[config.mk]
export PLATFORM = sky130hd
export DESIGN_NAME = sdram_arbit
export DESIGN_NICKNAME = d
export VERILOG_FILES = /design/src/rtl/sdram_pkg.sv /design/src/rtl/sdram_arbit.sv
export SDC_FILE = /design/constraint.sdc
export NUM_CORES = 1
export LEC_CHECK = 0
export ABC_AREA = 0
export CORE_ASPECT_RATIO = 1.5
export CORE_UTILIZATION = 35
export DETAILED_ROUTE_END_ITERATION = 8
export GPL_TIMING_DRIVEN = 0
export PLACE_DENSITY = 0.81
export RECOVER_POWER = 50
export SYNTH_ARGS = -nofsm -noshare
export SYNTH_HDL_FRONTEND = slang
export SYNTH_SLANG_ARGS = --single-unit
[constraint.sdc]
create_clock -name clk -period 3.5 [get_ports clk]
set_input_delay 1.05 -clock clk [delete_from_list [all_inputs] [get_ports clk]]
set_output_delay 1.05 -clock clk [all_outputs]
set_load 0.05 [all_outputs]
[src/rtl/sdram_pkg.sv]
`default_nettype none
// +------------------------------------------------------------------+
// | sdram_pkg: SDRAM command words, field positions, arbiter states  |
// | Rev 1.0                                                          |
// +------------------------------------------------------------------+
package sdram_pkg;

    localparam int C_CMD_W = 18;

    // Word layout: {cs_n, ras_n, cas_n, we_n, ba[1:0], addr[11:0]}
    localparam logic [C_CMD_W-1:0] C_NOP_CMD = 18'h1c000;
    localparam logic [C_CMD_W-1:0] C_PRE_CMD = 18'h08400;  // addr[10]=1: all banks
    localparam logic [C_CMD_W-1:0] C_REF_CMD = 18'h04000;
    localparam logic [C_CMD_W-1:0] C_MRS_CMD = 18'h00000;
    localparam logic [C_CMD_W-1:0] C_ACT_CMD = 18'h0c000;
    localparam logic [C_CMD_W-1:0] C_WR_CMD  = 18'h10000;
    localparam logic [C_CMD_W-1:0] C_RD_CMD  = 18'h14000;

    localparam int C_CS_N_BIT  = 17;
    localparam int C_RAS_N_BIT = 16;
    localparam int C_CAS_N_BIT = 15;
    localparam int C_WE_N_BIT  = 14;
    localparam int C_BA_HI     = 13;
    localparam int C_BA_LO     = 12;
    localparam int C_ADDR_HI   = 11;
    localparam int C_ADDR_LO   = 0;

    localparam logic [2:0] C_ST_INIT  = 3'd0;
    localparam logic [2:0] C_ST_ARBIT = 3'd1;
    localparam logic [2:0] C_ST_AREF  = 3'd2;
    localparam logic [2:0] C_ST_WRITE = 3'd3;
    localparam logic [2:0] C_ST_READ  = 3'd4;

endpackage
`default_nettype wire

[src/rtl/sdram_arbit.sv]
`default_nettype none
// +------------------------------------------------------------------+
// | sdram_arbit: fixed-priority owner arbiter and SDRAM pin register |
// | Rev 1.0                                                          |
// +------------------------------------------------------------------+
module sdram_arbit
    import sdram_pkg::*;
#(
    parameter int                CMD_W   = C_CMD_W,
    parameter logic [CMD_W-1:0]  NOP_CMD = C_NOP_CMD
) (
    input  logic             clk,
    input  logic             rst,
    input  logic [CMD_W-1:0] init_cmd,
    input  logic             ini_end,
    input  logic             ref_req,
    input  logic             wr_req,
    input  logic             rd_req,
    input  logic             ref_end,
    input  logic             wr_end,
    input  logic             rd_end,
    input  logic [CMD_W-1:0] ref_cmd,
    input  logic [CMD_W-1:0] wr_cmd,
    input  logic [CMD_W-1:0] rd_cmd,
    output logic             ref_en,
    output logic             wr_en,
    output logic             rd_en,
    output logic             sdram_cke,
    output logic             sdram_cs_n,
    output logic             sdram_ras_n,
    output logic             sdram_cas_n,
    output logic             sdram_we_n,
    output logic [1:0]       sdram_ba,
    output logic [11:0]      sdram_addr
);

    logic [2:0]       state_q;
    logic [2:0]       state_d;
    logic [CMD_W-1:0] cmd_q;
    logic [CMD_W-1:0] cmd_d;
    logic             cke_q;

    // Owners always fall back to ARBIT on their own end; other ends are ignored.
    always_comb begin
        state_d = state_q;
        case (state_q)
            C_ST_INIT: begin
                if (ini_end) state_d = C_ST_ARBIT;
            end
            C_ST_ARBIT: begin
                if (ref_req)     state_d = C_ST_AREF;
                else if (wr_req) state_d = C_ST_WRITE;
                else if (rd_req) state_d = C_ST_READ;
            end
            C_ST_AREF: begin
                if (ref_end) state_d = C_ST_ARBIT;
            end
            C_ST_WRITE: begin
                if (wr_end) state_d = C_ST_ARBIT;
            end
            C_ST_READ: begin
                if (rd_end) state_d = C_ST_ARBIT;
            end
            default: state_d = C_ST_INIT;
        endcase
    end

    always_comb begin
        cmd_d = NOP_CMD;
        case (state_q)
            C_ST_INIT:  cmd_d = init_cmd;
            C_ST_AREF:  cmd_d = ref_cmd;
            C_ST_WRITE: cmd_d = wr_cmd;
            C_ST_READ:  cmd_d = rd_cmd;
            default:    cmd_d = NOP_CMD;
        endcase
    end

    always_ff @(posedge clk) begin
        if (rst) begin
            state_q <= C_ST_INIT;
            cmd_q   <= NOP_CMD;
            cke_q   <= 1'b1;
        end else begin
            state_q <= state_d;
            cmd_q   <= cmd_d;
            cke_q   <= 1'b1;
        end
    end

    assign ref_en      = (state_q == C_ST_AREF);
    assign wr_en       = (state_q == C_ST_WRITE);
    assign rd_en       = (state_q == C_ST_READ);

    assign sdram_cke   = cke_q;
    assign sdram_cs_n  = cmd_q[C_CS_N_BIT];
    assign sdram_ras_n = cmd_q[C_RAS_N_BIT];
    assign sdram_cas_n = cmd_q[C_CAS_N_BIT];
    assign sdram_we_n  = cmd_q[C_WE_N_BIT];
    assign sdram_ba    = cmd_q[C_BA_HI:C_BA_LO];
    assign sdram_addr  = cmd_q[C_ADDR_HI:C_ADDR_LO];

endmodule
`default_nettype wire

==> flow_summary.ini, run 1 <==
[place]
dp_worst_setup_slack_ns = 0.494
hpwl_um = 3390
place.gp.congestion = 0.820
portBuffers = 101

[synth]
synth.largest_area_cell = dfxtp_1
yosysSeqAreaShare = 0.327
synth-compound-area-share = 0.182
synthTopCellsByArea = dfxtp_1 (33%), mux2_2 (14%), nand2_1 (9.3%), nand3b_1 (8.2%), a31oi_1 (6.8%)
syn_nets = 229
synth_top_area_share = 0.327
netlist_area_um2 = 1290
synth-seq-cells = 21
syn_area_per_cell_um2 = 8.70
synth_cell_type_count = 37
syn_inst = 148
synth-edff-count = 0
synth_top_flop_cell = dfxtp_1
synth_xor_area_frac = 0
synth-simple-area-share = 0.266
synth_top_family_by_area = simple AND/OR/NAND/NOR gates
yosys-top-cells-count = nand2_1 (32), dfxtp_1 (21), mux2_2 (16)
synth_fa_ha_area_frac = 0
synth.area.mux_share = 0.148
ys_async_sr_fraction = 0
yosysMostFrequentCell = nand2_1
ys_warn_count = 0

[routing]
wl_per_cell_um = 14.5
ant_nets = 0
dr.pass1.iters = 4
via_per_inst = 4.94
wirelength_um = 4270
drcViolationCount = 0
drt_iter0_markers = 26
vias = 1457

[finish]
drive_gt1_frac = 0.130
finish.net_count = 335
diodes = 0
area_growth_pct = 85.6

[timing]
finalCriticalPeriod_ns = 3.26
finalCritPeriodShare = 0.932
fin_setup_tns_ns = 0
hold_violations = 0
rsz0062_at_grt = false
setup_slack_ns = 0.238
slew_headroom = 0.646
drv_slew = 0
max_freq_mhz = 307
final-setup-viol-count = 0
skew_ns = 0.00229
worst_pin_slew_ns = 0.529

[floorplan]
dieHeight_um = 76.3
start_util = 0.373
coreArea_um2 = 3450
io_pins = 103
die_x_um = 51.5
rows = 26
die_area_um2 = 3930

[clock_network]
cts_buffers = 3
post_cts_resized = 0
cts_tree = yes
clkTransAtPathRegs_ns = 0.08
postCtsHoldBufs = 0
clock_path_buffers = 2
insertion_delay_ns = 0.26
h-tree-depth = 1
root_buffer = clkbuf_8
cts_sinks = 21
postCtsSetupRepairBufs = 0

[global_routing]
first_global_vias = 1429
grt_start_max_net_pins = 12
grt_pass1_wl_um = 6670
grt_usage = 0.219
antenna_found_initial = 0
grt-ovfl-total = 0

[pwr]
power_density_nw_per_um2 = 335
vdd_drop_max_mv = 0.181
leakage_nw = 0.856

[critical_path]
critical_path_class = register to output pin
critPathArrivalTime_ns = 2.21
start_kind = register
cp-end-kind = output pin
cp.required_ns = 2.45
crit_path_max_fanout = 10

[run]
maxCapViolCount = 0

[run_status]
status = complete, no violations

[worst_hold_path]
holdCritPathClass = register to register
## stage by stage
step	cell area [um^2]	hold slack, ns	utilization	power, mW	std cells
after detailed placement	2350	0.693	0.682	0.641	291
after global routing	2390	0.747	0.693	0.832	295
after floorplan	1290	0.635	-	0.483	148
final	2390	0.703	0.693	0.800	295
after global placement	2350	0.668	0.682	0.637	291
after CTS	2400	0.708	0.695	0.806	295
## flip-flops by register name, indices dropped and copies added, names as in the netlist
signal and flops:
state_q 3, cmd_q 18
## path summary, 6_finish.rpt
check                                start         to  slack (ns)  depth (start not counted)
worst max-delay path            state_q[2]      rd_en        0.24                          3
worst min-delay path            state_q[0]   cmd_q[3]        0.70                          3
worst max register to register  state_q[2]  cmd_q[14]        2.05                          3
worst min register to register  state_q[0]   cmd_q[3]        0.70                          3
## cell families after synthesis
group                  Yosys count
other                            1
muxes                           17
buffers and inverters           14
DFF                             21
and+or+nand+nor                 63
AOI/OAI and AO/OA               32
## per-layer routing
metal	vias to the layer above	global-route usage	wire (um)
met5	-	0	0
met4	0	0.0568	27
met3	2	0.0299	293
met2	64	0.414	2250
met1	657	0.243	1700
li1	734	-	-
## cells in the final DEF (no fill, tap or decap), types with 3 or more instances in the layout
cell type	count
clkdlybuf4s50_1	99
nand2_1	32
dfxtp_1	21
mux2_2	16
nand3b_1	14
a31oi_1	14
nor2b_1	5
clkbuf_1	5
buf_4	4
nor2_1	3
clkbuf_8	3
## power by group
group	switching (mW)	leakage [nW]	internal, mW	total [mW]
sequential	0.0107	0.174	0.263	0.274
combinational	0.174	0.660	0.185	0.359
clock	0.0859	0.0228	0.0812	0.167
## final cells by class
| type | instances | area [um^2] |
|---|---|---|
| Inverter | 1 | 3.75 |
| Tap cell | 42 | 52.6 |
| Buffer | 13 | 92.6 |
| Clock buffer | 4 | 45.0 |
| Multi-Input combinational cell | 113 | 764 |
| Timing Repair Buffer | 101 | 1010 |
| Sequential cell | 21 | 420 |
| Fill cell | 293 | 1060 |
## critical path, stage by stage, from the launching register on
cell and delay (ns):
dfxtp_1 0.46, nor3b_4 0.47, buf_6 0.21, clkdlybuf4s50_1 0.81
Note: power is estimated with default switching activity, not from simulation.
==> run 2, diff against run 1 <==
--- a/config.mk
+++ b/config.mk
@@ -12,6 +12,7 @@
 export GPL_TIMING_DRIVEN = 0
 export PLACE_DENSITY = 0.81
 export RECOVER_POWER = 50
+export SETUP_SLACK_MARGIN = 0.1
 export SYNTH_ARGS = -nofsm -noshare
 export SYNTH_HDL_FRONTEND = slang
 export SYNTH_SLANG_ARGS = --single-unit
==> results of run 2 <==
Same layout as run 1: the final DEF is identical, and so are final timing and power.
==> run 3, diff against run 2 <==
--- a/config.mk
+++ b/config.mk
@@ -10,6 +10,7 @@
 export CORE_UTILIZATION = 35
 export DETAILED_ROUTE_END_ITERATION = 8
 export GPL_TIMING_DRIVEN = 0
+export HOLD_SLACK_MARGIN = 0.02
 export PLACE_DENSITY = 0.81
 export RECOVER_POWER = 50
 export SETUP_SLACK_MARGIN = 0.1
==> constraint.sdc (replaced) <==
create_clock -name clk -period 3.5 [get_ports clk]
set_input_delay 0.875 -clock clk [delete_from_list [all_inputs] [get_ports clk]]
set_output_delay 0.875 -clock clk [all_outputs]
set_load 0.05 [all_outputs]
==> results of run 3 <==
Same layout as run 1 (identical final DEF). Status: complete, no violations.
Among the figures that moved: setup slack after placement 0.494 ns -> 0.669 ns; setup slack after layout 0.238 ns -> 0.413 ns
